### config.mk
export PLATFORM = sky130hd
export DESIGN_NAME = bus_arbiter_flat
export DESIGN_NICKNAME = d
export VERILOG_FILES = /design/src/rtl/bus_arb_pkg.sv /design/src/rtl/bus_arbiter_if.sv /design/src/rtl/arb_hold_counter.sv /design/src/rtl/bus_arbiter.sv /design/src/flat_wrapper.sv
export SDC_FILE = /design/constraint.sdc
export NUM_CORES = 1
export LEC_CHECK = 0
export ABC_AREA = 1
export BUFFER_PORTS_ARGS = -buffer_cell sky130_fd_sc_hd__buf_2
export CAP_MARGIN = 40
export CORE_MARGIN = 4
export CORE_UTILIZATION = 59
export DETAILED_ROUTE_END_ITERATION = 10
export GPL_TIMING_DRIVEN = 0
export PLACE_DENSITY = 0.8
export SLEW_MARGIN = 15
export SYNTH_ARGS = -nofsm -noshare
export SYNTH_HDL_FRONTEND = slang
export SYNTH_SLANG_ARGS = --single-unit
### constraint.sdc
create_clock -name clk -period 5 [get_ports clk]
set_input_delay 0.75 -clock clk [delete_from_list [all_inputs] [get_ports clk]]
set_output_delay 0.75 -clock clk [all_outputs]
set_load 0.01 [all_outputs]
### src/rtl/bus_arb_pkg.sv
// Shared definitions for the two-requester bus arbiter: state encoding,
// multiplexer select codes, hold-counter width and default hold limit.
package bus_arb_pkg;

  localparam int unsigned MAX_HOLD_DEFAULT = 8;
  // Wide enough for a hold limit of up to 255 cycles.
  localparam int unsigned HOLD_W = 8;

  localparam logic SEL_SRC0 = 1'b0;
  localparam logic SEL_SRC1 = 1'b1;

  typedef enum logic [1:0] {
    IDLE = 2'd0,
    GNT0 = 2'd1,
    GNT1 = 2'd2,
    GAP  = 2'd3
  } arb_state_e;

endpackage

### src/rtl/bus_arbiter_if.sv
// Request/grant bundle between two bus masters and the arbiter.
//   req0/req1   : level-held bus requests
//   done0/done1 : end-of-transfer pulses, meaningful only while granted
//   gnt0/gnt1   : grants
//   sel         : select for the external 2:1 bus multiplexer
//   busy        : either grant active
// slave  modport: arbiter side.  master modport: requester side.
interface bus_arbiter_if;

  logic req0;
  logic req1;
  logic done0;
  logic done1;
  logic gnt0;
  logic gnt1;
  logic sel;
  logic busy;

  modport slave (
    input  req0, req1, done0, done1,
    output gnt0, gnt1, sel, busy
  );

  modport master (
    output req0, req1, done0, done1,
    input  gnt0, gnt1, sel, busy
  );

endinterface

### src/rtl/arb_hold_counter.sv
// Counts consecutive grant cycles, saturating at MAX_HOLD-1.
//   clk, rst  : clock, async active-high reset
//   clear     : restart at 0 (has priority over enable)
//   enable    : count this cycle
//   at_max_c  : count has reached MAX_HOLD-1
module arb_hold_counter
  import bus_arb_pkg::*;
#(
  parameter int unsigned MAX_HOLD = MAX_HOLD_DEFAULT
) (
  input  logic clk,
  input  logic rst,
  input  logic clear,
  input  logic enable,
  output logic at_max_c
);

  localparam logic [HOLD_W-1:0] LIMIT = HOLD_W'(MAX_HOLD - 1);

  logic [HOLD_W-1:0] hold_cnt;

  // Saturating counter.
  always_ff @(posedge clk or posedge rst) begin
    if (rst) begin
      hold_cnt <= '0;
    end else if (clear) begin
      hold_cnt <= '0;
    end else if (enable && (hold_cnt != LIMIT)) begin
      hold_cnt <= hold_cnt + HOLD_W'(1);
    end
  end

  assign at_max_c = (hold_cnt == LIMIT);

endmodule

### src/rtl/bus_arbiter.sv
// Two-requester bus arbiter with fairness on ties, a bounded hold time
// under contention and a one-cycle dead gap between owners.
//   clk, rst : clock, async active-high reset
//   bus      : slave side of bus_arbiter_if (req/done in, gnt/sel/busy out)
module bus_arbiter
  import bus_arb_pkg::*;
#(
  parameter int unsigned MAX_HOLD = MAX_HOLD_DEFAULT
) (
  input  logic                clk,
  input  logic                rst,
  bus_arbiter_if.slave        bus
);

  arb_state_e state, state_next;
  logic gnt0, gnt0_next;
  logic gnt1, gnt1_next;
  logic busy, busy_next;
  logic sel, sel_next;
  // Requester served most recently; 1 after reset so a first tie goes to 0.
  logic last, last_next;

  logic hold_clear_c;
  logic hold_en_c;
  logic hold_max_c;

  arb_hold_counter #(
    .MAX_HOLD (MAX_HOLD)
  ) u_hold (
    .clk      (clk),
    .rst      (rst),
    .clear    (hold_clear_c),
    .enable   (hold_en_c),
    .at_max_c (hold_max_c)
  );

  // State and registered outputs.
  always_ff @(posedge clk or posedge rst) begin
    if (rst) begin
      state <= IDLE;
      gnt0  <= 1'b0;
      gnt1  <= 1'b0;
      busy  <= 1'b0;
      sel   <= SEL_SRC0;
      last  <= 1'b1;
    end else begin
      state <= state_next;
      gnt0  <= gnt0_next;
      gnt1  <= gnt1_next;
      busy  <= busy_next;
      sel   <= sel_next;
      last  <= last_next;
    end
  end

  // Arbitration, release and next-output decode.
  always_comb begin
    state_next = state;
    last_next  = last;
    sel_next   = sel;

    case (state)
      IDLE, GAP: begin
        if (bus.req0 && (!bus.req1 || last)) begin
          state_next = GNT0;
        end else if (bus.req1) begin
          state_next = GNT1;
        end else begin
          state_next = IDLE;
        end
      end
      GNT0: begin
        if (!bus.req0 || bus.done0 || (hold_max_c && bus.req1)) begin
          state_next = GAP;
          last_next  = 1'b0;
        end
      end
      GNT1: begin
        if (!bus.req1 || bus.done1 || (hold_max_c && bus.req0)) begin
          state_next = GAP;
          last_next  = 1'b1;
        end
      end
      default: state_next = IDLE;
    endcase

    gnt0_next = (state_next == GNT0);
    gnt1_next = (state_next == GNT1);
    busy_next = gnt0_next | gnt1_next;

    // A grant is only ever entered from IDLE or GAP.
    hold_clear_c = (gnt0_next || gnt1_next) && (state != state_next);
    hold_en_c    = (state == GNT0) || (state == GNT1);

    if (hold_clear_c) begin
      sel_next = gnt1_next ? SEL_SRC1 : SEL_SRC0;
    end
  end

  assign bus.gnt0 = gnt0;
  assign bus.gnt1 = gnt1;
  assign bus.busy = busy;
  assign bus.sel  = sel;

endmodule

### src/flat_wrapper.sv
// flat-port wrapper written by rule: the top's interface ports become plain ports
module bus_arbiter_flat import bus_arb_pkg::*;
#(
  parameter int unsigned MAX_HOLD = MAX_HOLD_DEFAULT
)
  (clk, rst, bus_req0, bus_req1, bus_done0, bus_done1, bus_gnt0, bus_gnt1, bus_sel, bus_busy);
  bus_arbiter_if bus_i ();
  input  logic clk;
  input  logic rst;
  input wire logic [$bits(bus_i.req0)-1:0] bus_req0;
  input wire logic [$bits(bus_i.req1)-1:0] bus_req1;
  input wire logic [$bits(bus_i.done0)-1:0] bus_done0;
  input wire logic [$bits(bus_i.done1)-1:0] bus_done1;
  output wire logic [$bits(bus_i.gnt0)-1:0] bus_gnt0;
  output wire logic [$bits(bus_i.gnt1)-1:0] bus_gnt1;
  output wire logic [$bits(bus_i.sel)-1:0] bus_sel;
  output wire logic [$bits(bus_i.busy)-1:0] bus_busy;
  assign bus_i.req0 = bus_req0;
  assign bus_i.req1 = bus_req1;
  assign bus_i.done0 = bus_done0;
  assign bus_i.done1 = bus_done1;
  assign bus_gnt0 = bus_i.gnt0;
  assign bus_gnt1 = bus_i.gnt1;
  assign bus_sel = bus_i.sel;
  assign bus_busy = bus_i.busy;
  bus_arbiter #(.MAX_HOLD(MAX_HOLD)) u_core (.clk(clk), .rst(rst), .bus(bus_i));
endmodule
==> impl_results.md <==
- Status: complete, no violations
- Num CTS Buffers: 3
- Fmax: 0.4286 GHz
- Worst setup path startpoint: u_core.u_hold.hold_cnt[1]$_DFFE_PP0P_
- Setup bufs post-CTS: 0
- Post-Route WL: 1.521 mm
- Layout cell share with drive strength beyond 1: 0.2432
- Total GRT Usage: 0.1634
- First-pass GRT wire length: 2.504 mm
- Synthesized area per cell: 8.924 µm²
- Reg clk slew, reported paths: 0.09 ns
- Max cap viols: 0
- Worst VDD drop: 0.5342 mV
- Logic pwr share: 0.636
- Placed Cells: 122
- WP data required: 5.23 ns
- End of the critical path: u_core.bus.sel$_DFFE_PP0P_
- Yosys reg bits: 15
- Total power: 0.7118 mW
- Top cells by area, synth: dfrtp_1 40%, ha_1 7.2%, inv_1 6.4%
- Synthesized area: 874.6 µm²
- CP cell instances: ha_1 > nand3_2 > nor2_4 > nand2_2 > nand3_1 > nand2_1 > nand3_2 > nand2_2 > inv_1 > ha_1 > inv_1 > clkbuf_1 > nand3_1 > nand2_1
- Slew Viols, Final: 0
- Total grt overflow: 0
- Internal power: 0.3427 mW
- Residual DRC count: 0
- Min Tclk post-route: 2.333 ns
- Latest clock arrival within the worst-skew pair: 0.29 ns
- CP Class: register to register
- CTS tree: yes
- Most frequent cells in the layout: 15 x inv_1, 14 x dfrtp_1, 11 x nand2_1, 9 x buf_2
- Hold Crit Class: input port to async pin
- Fin. Hold Viols: 0
- Routed len/inst: 12.07 µm
- Routability cong.: 0.7674
- Final nets: 123
- Via count: 685
- R2R cell count: 14
- Slowest CP cell: clkbuf_1
- Antenna diodes: 0
- Initial antenna violation count: 0
- Max incr delay on CP: 0.39 ns
- Syn_nets: 109
- Reg power frac: 0.263
- Clock sinks: 15
- Sw Share: 0.5185
- Post-cts sizing count: 0
- Total die area: 0.002162 mm²
- Die H: 46.50 µm
- Synth unique cells: 21
- FP Rows: 13
- # fillers: 111
- Startpoint types: register
- Die Width: 46.50 µm
- Port buffer count: 9
- Most common cell after layout, fill and taps aside: inv_1
- Final ANT Viol Nets: 0
- Skew final: 0.003451 ns
- Critical Path AT: 2.57 ns
- Slew headroom: 0.6345
- Root Buffer: clkbuf_4
- CP endpoint kind: register
- Finished Layout Cells: 126
- Post-synthesis sequential area ratio: 0.4306
- Final period utilization: 0.4666
- Synth warn: 0
- # H-tree levels: 1
- Leading area contributor after synthesis: dfrtp_1
- Unrepaired setup endpoints after global routing: false
- Area delta synth->final: 10.30%
- I/O Pins: 10
- Count of final setup violators: 0
- Vias in the first global route: 609
- Cells after Synth: 98
- Initial Util: 0.6478
- Worst reg2reg path endpoint: u_core.bus.sel$_DFFE_PP0P_
- Leakage: 0.4853 nW
- Setup Total Neg Slack: 0 ns
- CP max FO: 10
- Area share of the largest cell type after synthesis: 0.4006
- Critical R2R Launch: u_core.u_hold.hold_cnt[1]$_DFFE_PP0P_
- First DRT Iteration DRCs: 13
- Drt via density: 5.437
- Largest net degree at the start of global routing: 16
- Flop-to-flop setup slack: 2.67 ns
- Core box area: 0.001350 mm²
- Clk pwr share: 0.101
- Slew @ Worst Pin: 0.5477 ns
- Max clock buf depth: 2
- Router iterations before antenna repair: 4
- Post-detail-place hpwl: 1.150 mm
- Power Density: 737.8 mW/mm²
- Net switching power: 0.3691 mW
- Hold buffers post-CTS: 0
==> power by group through the flow <==
stage	registers [mW]	clock network (mW)	logic [mW]
final	0.187	0.0717	0.453
after CTS	0.186	0.0726	0.455
after global placement	0.188	0	0.438
after global routing	0.191	0.0772	0.511
after floorplan	0.193	0	0.350
after detailed placement	0.189	0	0.454
==> how the worst min path moves through the flow <==
stage / to / slack, ns
floorplan: u_core.last$_DFFE_PP1P_ / 0.46
global placement: u_core.bus.sel$_DFFE_PP0P_ / 0.45
detailed placement: u_core.bus.sel$_DFFE_PP0P_ / 0.47
CTS: u_core.bus.sel$_DFFE_PP0P_ / 0.49
global route: u_core.bus.sel$_DFFE_PP0P_ / 0.51
finish: u_core.state[1]$_DFF_PP0_ / 0.49
==> synthesized netlist by cell type <==
master and instances:
o21ai_0 3, clkbuf_1 1, a21oi_2 1, xor2_1 6, nand2_4 1, nand4_1 2
dfrtp_1 14, nor2_4 2, nor2_1 8, nand2_2 7, ha_1 5, nand2_1 11
a21oi_1 7, inv_1 15, mux2i_1 1, nand3_1 8, dfstp_2 1, nand3_2 2
xnor2_1 1, nor4_1 1, nand3_4 1
==> sequential cells by signal, summed over array words and instances (netlist names) <==
name / count
u_core.bus.gnt1: 1
u_core.state: 2
u_core.bus.sel: 1
u_core.bus.busy: 1
u_core.bus.gnt0: 1
u_core.u_hold.hold_cnt: 8
u_core.last: 1
==> routing by layer <==
metal,share of wire,track usage,vias up
met5,0,0,-
met4,0.025,0.08523,0
met3,0.042,0.03125,5
met2,0.46,0.2418,16
met1,0.47,0.2238,327
li1,-,-,337
==> worst max-delay path: cells and delay by family (launching register included) <==
family        cells  cell delay (ns)
buf+inv           3             0.55
flops             1             0.38
fa+ha+maj         2             0.45
simple gates      9             0.89
==> metrics by stage <==
step           cell area (µm²)  setup slack (ns)  hold slack [ns]    util
2_1_floorplan            874.6             2.813           0.4636       -
3_3_place_gp             938.4             2.455           0.4531  0.6951
3_5_place_dp             938.4             2.417           0.4727  0.6951
4_1_cts                  964.7             2.670           0.4945  0.7146
5_1_grt                  964.7             2.497           0.5109  0.7146
6_report                 964.7             2.667           0.4850  0.7146
==> cells by family (layout without fill, tap and decap cells) <==
kind of cell | after synthesis | after routing | synth area share
multiplexers | 1 | 1 | 0.01145
AO/OA/AOI/OAI | 11 | 11 | 0.06723
flip-flops | 15 | 15 | 0.4306
AND/OR/NAND/NOR | 43 | 43 | 0.2804
buffers and inverters | 16 | 29 | 0.06866
adder cells (fa/ha/maj) | 5 | 5 | 0.07153
XOR/XNOR | 7 | 7 | 0.07010
==> area by class of cell <==
class | count | area, µm² | share of cell area
timing repair buffer | 9 | 45.04 | 0.04669
clock buffer | 4 | 26.28 | 0.02724
inverter | 15 | 56.30 | 0.05837
tap | 15 | 18.77 | 0.01946
multi-input combinational | 67 | 437.9 | 0.4540
sequential | 15 | 376.6 | 0.3904
buffer | 1 | 3.754 | 0.003891
No activity file was read; power rests on OpenSTA's default activity.
